[src/rtl/meta_array_pkg.sv]
// -----------------------------------------------------------------------------
// meta_array_pkg
// Shared geometry, state encoding and field helper for the banked metadata
// array controller (128 sets x 8 ways x 2-bit fields).
// -----------------------------------------------------------------------------
package meta_array_pkg;

    localparam int unsigned SETS   = 128;
    localparam int unsigned WAYS   = 8;
    localparam int unsigned DW     = 2;
    localparam int unsigned ADDR_W = $clog2(SETS);
    localparam int unsigned ROW_W  = WAYS * DW;

    localparam logic [DW-1:0] INIT_VAL = '0;

    // Controller phase: clearing sweep, then normal service.
    typedef enum logic {
        ST_INIT = 1'b0,
        ST_RUN  = 1'b1
    } state_e;

    // Extract the field of way w from a packed array row.
    function automatic logic [DW-1:0] way_field(input logic [ROW_W-1:0] row,
                                                input int unsigned     w);
        return row[w*DW +: DW];
    endfunction

endpackage : meta_array_pkg

[src/rtl/meta_array_ctrl.sv]
// -----------------------------------------------------------------------------
// meta_array_ctrl
// Front-end controller for the 2-port banked metadata array. After reset it
// sweeps INIT_VAL into every set, then serves one lookup and one per-way
// update per cycle. Lookups return one cycle later; a lookup that hits the set
// being updated in the same cycle sees the new value (the array itself is
// read-old on collisions).
//
// Ports
//   clock, reset            sole clock (rising edge), synchronous active-high reset
//   init_done               high once the clearing sweep has completed
//   rd_valid/rd_ready/rd_set            lookup request channel
//   resp_valid/resp_data                one-cycle lookup response pulse
//   upd_valid/upd_ready/upd_set/
//   upd_mask/upd_data                   per-way update request (one-hot mask)
//   arr_r_addr / arr_r_data             array read port (data one cycle later)
//   arr_w_en/arr_w_addr/
//   arr_w_maskOH/arr_w_data             array write port (data broadcast to mask)
// -----------------------------------------------------------------------------
module meta_array_ctrl #(
    parameter int unsigned    SETS     = meta_array_pkg::SETS,
    parameter int unsigned    WAYS     = meta_array_pkg::WAYS,
    parameter int unsigned    DW       = meta_array_pkg::DW,
    parameter logic [DW-1:0]  INIT_VAL = DW'(meta_array_pkg::INIT_VAL),
    localparam int unsigned   ADDR_W   = (SETS > 1) ? $clog2(SETS) : 1
) (
    input  logic                 clock,
    input  logic                 reset,

    output logic                 init_done,

    input  logic                 rd_valid,
    output logic                 rd_ready,
    input  logic [ADDR_W-1:0]    rd_set,
    output logic                 resp_valid,
    output logic [WAYS*DW-1:0]   resp_data,

    input  logic                 upd_valid,
    output logic                 upd_ready,
    input  logic [ADDR_W-1:0]    upd_set,
    input  logic [WAYS-1:0]      upd_mask,
    input  logic [DW-1:0]        upd_data,

    output logic [ADDR_W-1:0]    arr_r_addr,
    input  logic [WAYS*DW-1:0]   arr_r_data,
    output logic                 arr_w_en,
    output logic [ADDR_W-1:0]    arr_w_addr,
    output logic [WAYS-1:0]      arr_w_maskOH,
    output logic [DW-1:0]        arr_w_data
);

    import meta_array_pkg::*;

    state_e              state_q, state_d;
    logic [ADDR_W-1:0]   cnt_q, cnt_d;

    logic                resp_valid_q;
    logic [WAYS-1:0]     fwd_mask_q, fwd_mask_d;
    logic [DW-1:0]       fwd_data_q, fwd_data_d;

    logic                rd_fire;
    logic                upd_fire;
    logic                collide;

    // Handshake qualification: nothing is accepted until the sweep is done.
    assign init_done = (state_q == ST_RUN);
    assign rd_ready  = init_done;
    assign upd_ready = init_done;
    assign rd_fire   = rd_valid  && init_done;
    assign upd_fire  = upd_valid && init_done;

    // Same-cycle lookup/update to one set: the array would return old data.
    assign collide   = rd_fire && upd_fire && (upd_set == rd_set);

    assign arr_r_addr = rd_set;

    // State and sweep counter register.
    always_ff @(posedge clock) begin
        if (reset) begin
            state_q <= ST_INIT;
            cnt_q   <= '0;
        end else begin
            state_q <= state_d;
            cnt_q   <= cnt_d;
        end
    end

    // Next state, sweep counter and array write port.
    always_comb begin
        state_d      = state_q;
        cnt_d        = cnt_q;
        arr_w_en     = 1'b0;
        arr_w_addr   = '0;
        arr_w_maskOH = '0;
        arr_w_data   = '0;

        if (state_q == ST_INIT) begin
            arr_w_en     = 1'b1;
            arr_w_addr   = cnt_q;
            arr_w_maskOH = '1;
            arr_w_data   = INIT_VAL;
            cnt_d        = cnt_q + ADDR_W'(1);
            if (cnt_q == ADDR_W'(SETS - 1)) begin
                state_d = ST_RUN;
                cnt_d   = '0;
            end
        end else begin
            // A zero mask is a legal no-op and must not pulse the write enable.
            arr_w_en     = upd_fire && (upd_mask != '0);
            arr_w_addr   = upd_set;
            arr_w_maskOH = upd_mask;
            arr_w_data   = upd_data;
        end
    end

    // Forwarding capture: only a colliding update contributes a mask.
    always_comb begin
        fwd_mask_d = '0;
        fwd_data_d = upd_data;
        if (collide) begin
            fwd_mask_d = upd_mask;
        end
    end

    // Response valid and forwarding registers.
    always_ff @(posedge clock) begin
        if (reset) begin
            resp_valid_q <= 1'b0;
            fwd_mask_q   <= '0;
            fwd_data_q   <= '0;
        end else begin
            resp_valid_q <= rd_fire;
            fwd_mask_q   <= fwd_mask_d;
            fwd_data_q   <= fwd_data_d;
        end
    end

    // A reset arriving in the response cycle cancels the pending response.
    assign resp_valid = resp_valid_q && !reset;

    // Forwarding mux: masked ways take the captured update value.
    always_comb begin
        resp_data = '0;
        if (resp_valid) begin
            for (int unsigned w = 0; w < WAYS; w++) begin
                resp_data[w*DW +: DW] = fwd_mask_q[w] ? fwd_data_q
                                                      : arr_r_data[w*DW +: DW];
            end
        end
    end

endmodule : meta_array_ctrl

[config.mk]
export PLATFORM = sky130hd
export DESIGN_NAME = meta_array_ctrl
export DESIGN_NICKNAME = d
export VERILOG_FILES = /design/src/rtl/meta_array_pkg.sv /design/src/rtl/meta_array_ctrl.sv
export SDC_FILE = /design/constraint.sdc
export NUM_CORES = 1
export LEC_CHECK = 0
export BUFFER_PORTS_ARGS = -buffer_cell sky130_fd_sc_hd__buf_2
export CAP_MARGIN = 30
export CORE_MARGIN = 2
export CORE_UTILIZATION = 41
export CTS_CLUSTER_DIAMETER = 40
export DETAILED_ROUTE_END_ITERATION = 8
export PLACE_DENSITY = 0.8
export SKIP_CTS_REPAIR_TIMING = 1
export SLEW_MARGIN = 20
export SYNTH_ARGS = -nofsm -noshare
export SYNTH_HDL_FRONTEND = slang
export SYNTH_SLANG_ARGS = --single-unit
[constraint.sdc]
create_clock -name clock -period 1.6 [get_ports clock]
set_input_delay 0.08 -clock clock [delete_from_list [all_inputs] [get_ports clock]]
set_output_delay 0.08 -clock clock [all_outputs]
set_load 0.02 [all_outputs]
Word level (Yosys, flattened, before mapping). Cells that the tools add are included.

Register bits after elaboration: 19. Bits of input ports: 44. Output and inout port bits: 45.

$add $sub $neg: 1. Equality and inequality tests: 2. Multiplexer cells: 16. Bitwise logic cells: 1. Reductions and logical operators: 9.

Operators by type and width (number): 2-to-1 mux 2 bit (9); 2-to-1 mux 16 bit (1); 2-to-1 mux 7 bit (2); 2-to-1 mux 8 bit (1); nonzero test 8 bit (1); adder 7 x 1 -> 7 bit, second input constant (1); equality test 7 bit (1); equality test 7 bit, second input constant (1); logical AND 1 bit (6); 2-to-1 mux 1 bit (3); OR reduction 2 bit (1); logical NOT 1 bit (1); NOT 1 bit (1).

Logic depth before layout (Yosys ltp).
Depth in word-level cells: 5. Mapped depth: 5. Mapped depth without buffers: 4.

Worst setup path before layout. OpenSTA, ideal clock, no wires.

Kind: register -> output. From: reg state_q (netlist: init_done). To: out arr_w_addr[2]. Data arrival time: 1438 ps. Path slack: 82 ps. Cell stages (with the launch flop): 6. Buffers on the path: 3. Cell sequence: dfxtp_1 buf_6 clkbuf_1 clkbuf_1 nand2_1 nand2_1.

Cells in the longest elaborated chain, start to end: 1.

Ends and longest elaborated chain: start, declared (RTL line meta_array_ctrl.sv:54) `state_e state_q, state_d;`; start signal, assigned (RTL line meta_array_ctrl.sv:83) `state_q <= state_d;`; 2-to-1 mux 7 bit (RTL line meta_array_ctrl.sv:97) `if (state_q == ST_INIT) begin`; end, declared (RTL line meta_array_ctrl.sv:47) `output logic [ADDR_W-1:0] arr_w_addr,`.

Every way passes these cells.

Worst setup path in the final report.
From: reg state_q (netlist: init_done). To: out arr_w_addr[6].

The elaborated chain is that of the path after synthesis.

==> impl_metrics.csv <==
group,metric,value,unit
clocking,clock_latency,0.29,ns
drt,final_antenna_net_count,0,
grt,use_met2,0.349,
synthesis,ys_ff_latch,19,
synthesis,syn-cell-area,1250,um^2
drt,dr.pass1.iters,4,
timing,maxSlewViolCount,0,
die,io_pins,89,
die,die-area,3520,um^2
drt,wire_per_inst,12.1,um
timing,finalSetupTns,0,ns
drt,drt-initial-drc-count,30,
synthesis,synthArstFlopShare,0,
drt,viasPerCell,4.99,
synthesis,yosys.area.top_type,"dfxtp_1",
synthesis,synthTopCellsByCount,"nand2_1, dfxtp_1, nor2_1, mux2i_1, inv_1",
timing,hold_viol,0,
power,swShare,0.283,
die,die_x,59.3,um
power,p_clk_frac,0.245,
die,die_h,59.3,um
timing,fmax,670,MHz
synthesis,yosysMostFrequentCell,"nand2_1",
run,drv_cap,0,
layout,final_util,0.567,
timing,period_share,0.933,
power,internal_power,680,uW
critical_path,crit_fanout,15,
status,status,"complete, no violations",
synthesis,yosysSeqAreaShare,0.303,
critical_path,critPathKind,"reg2out",
timing,clock_skew,0.00881,ns
clocking,cts_buffer_depth,2,
grt,met3_usage,0.0415,
critical_path,crit_arrival,1.41,ns
critical_path,endpoint_kind,"primary output",
power,p_seq_frac,0.538,
critical_path,worst_setup_path_start_kind,"flop",
power,ir_worst_vdd,429,uV
grt,met1_usage,0.181,
die,rows,20,
layout,area_delta_synth_final,34.6,%
place,numPortBuffers,88,
drt,route.detailed.drc,0,
clocking,clkSinkCount,19,
timing,setup_violations,0,
power,p_switching,268,uW
synthesis,synth_top_area_share,0.303,
clocking,htreeDepth,1,
layout,drive_gt1_frac,0.451,
synthesis,yosys.cell_types.count,30,
clocking,cts-buffers-inserted,3,
synthesis,synthCells,156,
drt,vias,1336,
synthesis,ys_warn_count,0,
grt,grt_pass1_wl,4830,um
layout,nNetsFinal,281,
timing,fin_crit,1.49,ns
power,powerDensity,562,nW/um^2
drt,totalWireLength,3250,um
timing,slew_headroom,0.761,
synthesis,synth_ff_type,"dfxtp_1",
layout,antennaDiodeCount,0,
synthesis,synth_area_leaders,"dfxtp_1, mux2i_1, nand2_1, xnor2_1, buf_4",
clocking,cts_tree,"yes",
critical_path,cp.required,1.52,ns
timing,rsz0062_at_grt,"no",
power,combPwrFrac,0.217,
grt,antenna_found_initial,0,
synthesis,syn_nets,201,
power,p_leak,0.000801,uW
grt,track_usage,0.177,
synthesis,synth_edf_count,0,
worst_hold_path,hold_class,"in2reg",
grt,grt_max_degree,18,
grt,grt_pass1_vias,1171,
place,routabilityCongestion,0.825,
clocking,root_buffer,"clkbuf_4",
timing,worst_pin_slew,0.356,ns
synthesis,syn_area_per_cell,8.04,um^2
grt,busiest_layer,"met2",
clocking,clk_pin_slew,0.11,ns
die,coreArea,2980,um^2
place,hpwl,2720,um
die,initial_utilization,0.421,
grt,grt_overflow,0,
==> logic make-up after synthesis <==
logic type | synth area share
AND/OR/NAND/NOR | 0.265
buffers and inverters | 0.123
XOR/XNOR | 0.0558
AO/OA/AOI/OAI | 0.0618
multiplexers | 0.181
flip-flops | 0.303
adder cells (fa/ha/maj) | 0.00997
==> cell type report <==
| type | instances | area [um^2] |
|---|---|---|
| Fill cell | 308 | 1290 |
| Inverter | 10 | 37.5 |
| Clock buffer | 3 | 22.5 |
| Sequential cell | 19 | 382 |
| Tap cell | 33 | 41.3 |
| Timing Repair Buffer | 93 | 480 |
| Multi-Input combinational cell | 109 | 721 |
| Clock inverter | 1 | 5.00 |
==> worst max-delay path, stage by stage (launching register included) <==
cell	delay [ns]
dfxtp_2	0.40
buf_4	0.22
mux2_2	0.35
buf_2	0.16
==> power groups by stage <==
| stage | sequential, uW | combinational [uW] | clock (uW) |
|---|---|---|---|
| after floorplan | 511 | 132 | 0 |
| after global placement | 521 | 201 | 0 |
| after detailed placement | 521 | 203 | 0 |
| after CTS | 510 | 206 | 239 |
| after global routing | 513 | 227 | 257 |
| final | 510 | 205 | 233 |
==> per-stage QoR <==
step           instances  power, uW  setup slack, ns  area (um^2)  hold WS, ns
4_1_cts              267        955           0.0163         1680      0.00443
6_report             268        949            0.107         1690      0.00989
2_1_floorplan        156        643           0.0825         1250        0.208
3_3_place_gp         263        722            0.299         1650        0.310
3_5_place_dp         263        725            0.258         1650        0.310
5_1_grt              268        997           0.0326         1690       0.0255
==> routing by layer <==
| metal | part of all wire | vias up |
|---|---|---|
| met2 | 0.51 | 54 |
| li1 | - | 679 |
| met5 | 0 | - |
| met3 | 0.082 | 6 |
| met4 | 0.014 | 0 |
| met1 | 0.39 | 597 |
==> registers in the layout, indices dropped and copies added, names as in the netlist <==
signal	count
cnt_q	7
fwd_data_q	2
fwd_mask_q	8
init_done	1
resp_valid_q	1
==> final timing paths <==
check | startpoint | to | slack, ns | depth (start not counted)
setup / recovery | init_done | arr_w_addr[6] | 0.11 | 3
hold / removal | upd_data[1] | fwd_data_q[1] | 0.01 | 2
setup reg to reg | cnt_q[0] | cnt_q[6] | 0.22 | 4
hold reg to reg | cnt_q[6] | cnt_q[6] | 0.52 | 2
==> cells in the final DEF (no fill, tap or decap), types with 2 or more instances in the layout <==
master	instances
clkbuf_4	3
nor4_1	8
or4_1	3
nand4_1	2
nand2_1	20
o21ai_0	2
buf_4	4
nor2b_1	3
and2_1	2
o22ai_1	2
a21oi_1	2
o211ai_1	2
a31oi_1	2
nand3_1	2
or3_1	4
nor2_1	17
xnor2_1	8
buf_2	88
mux2_2	6
inv_1	10
mux2i_1	16
dfxtp_1	18
No activity file was read; power rests on OpenSTA's default activity.
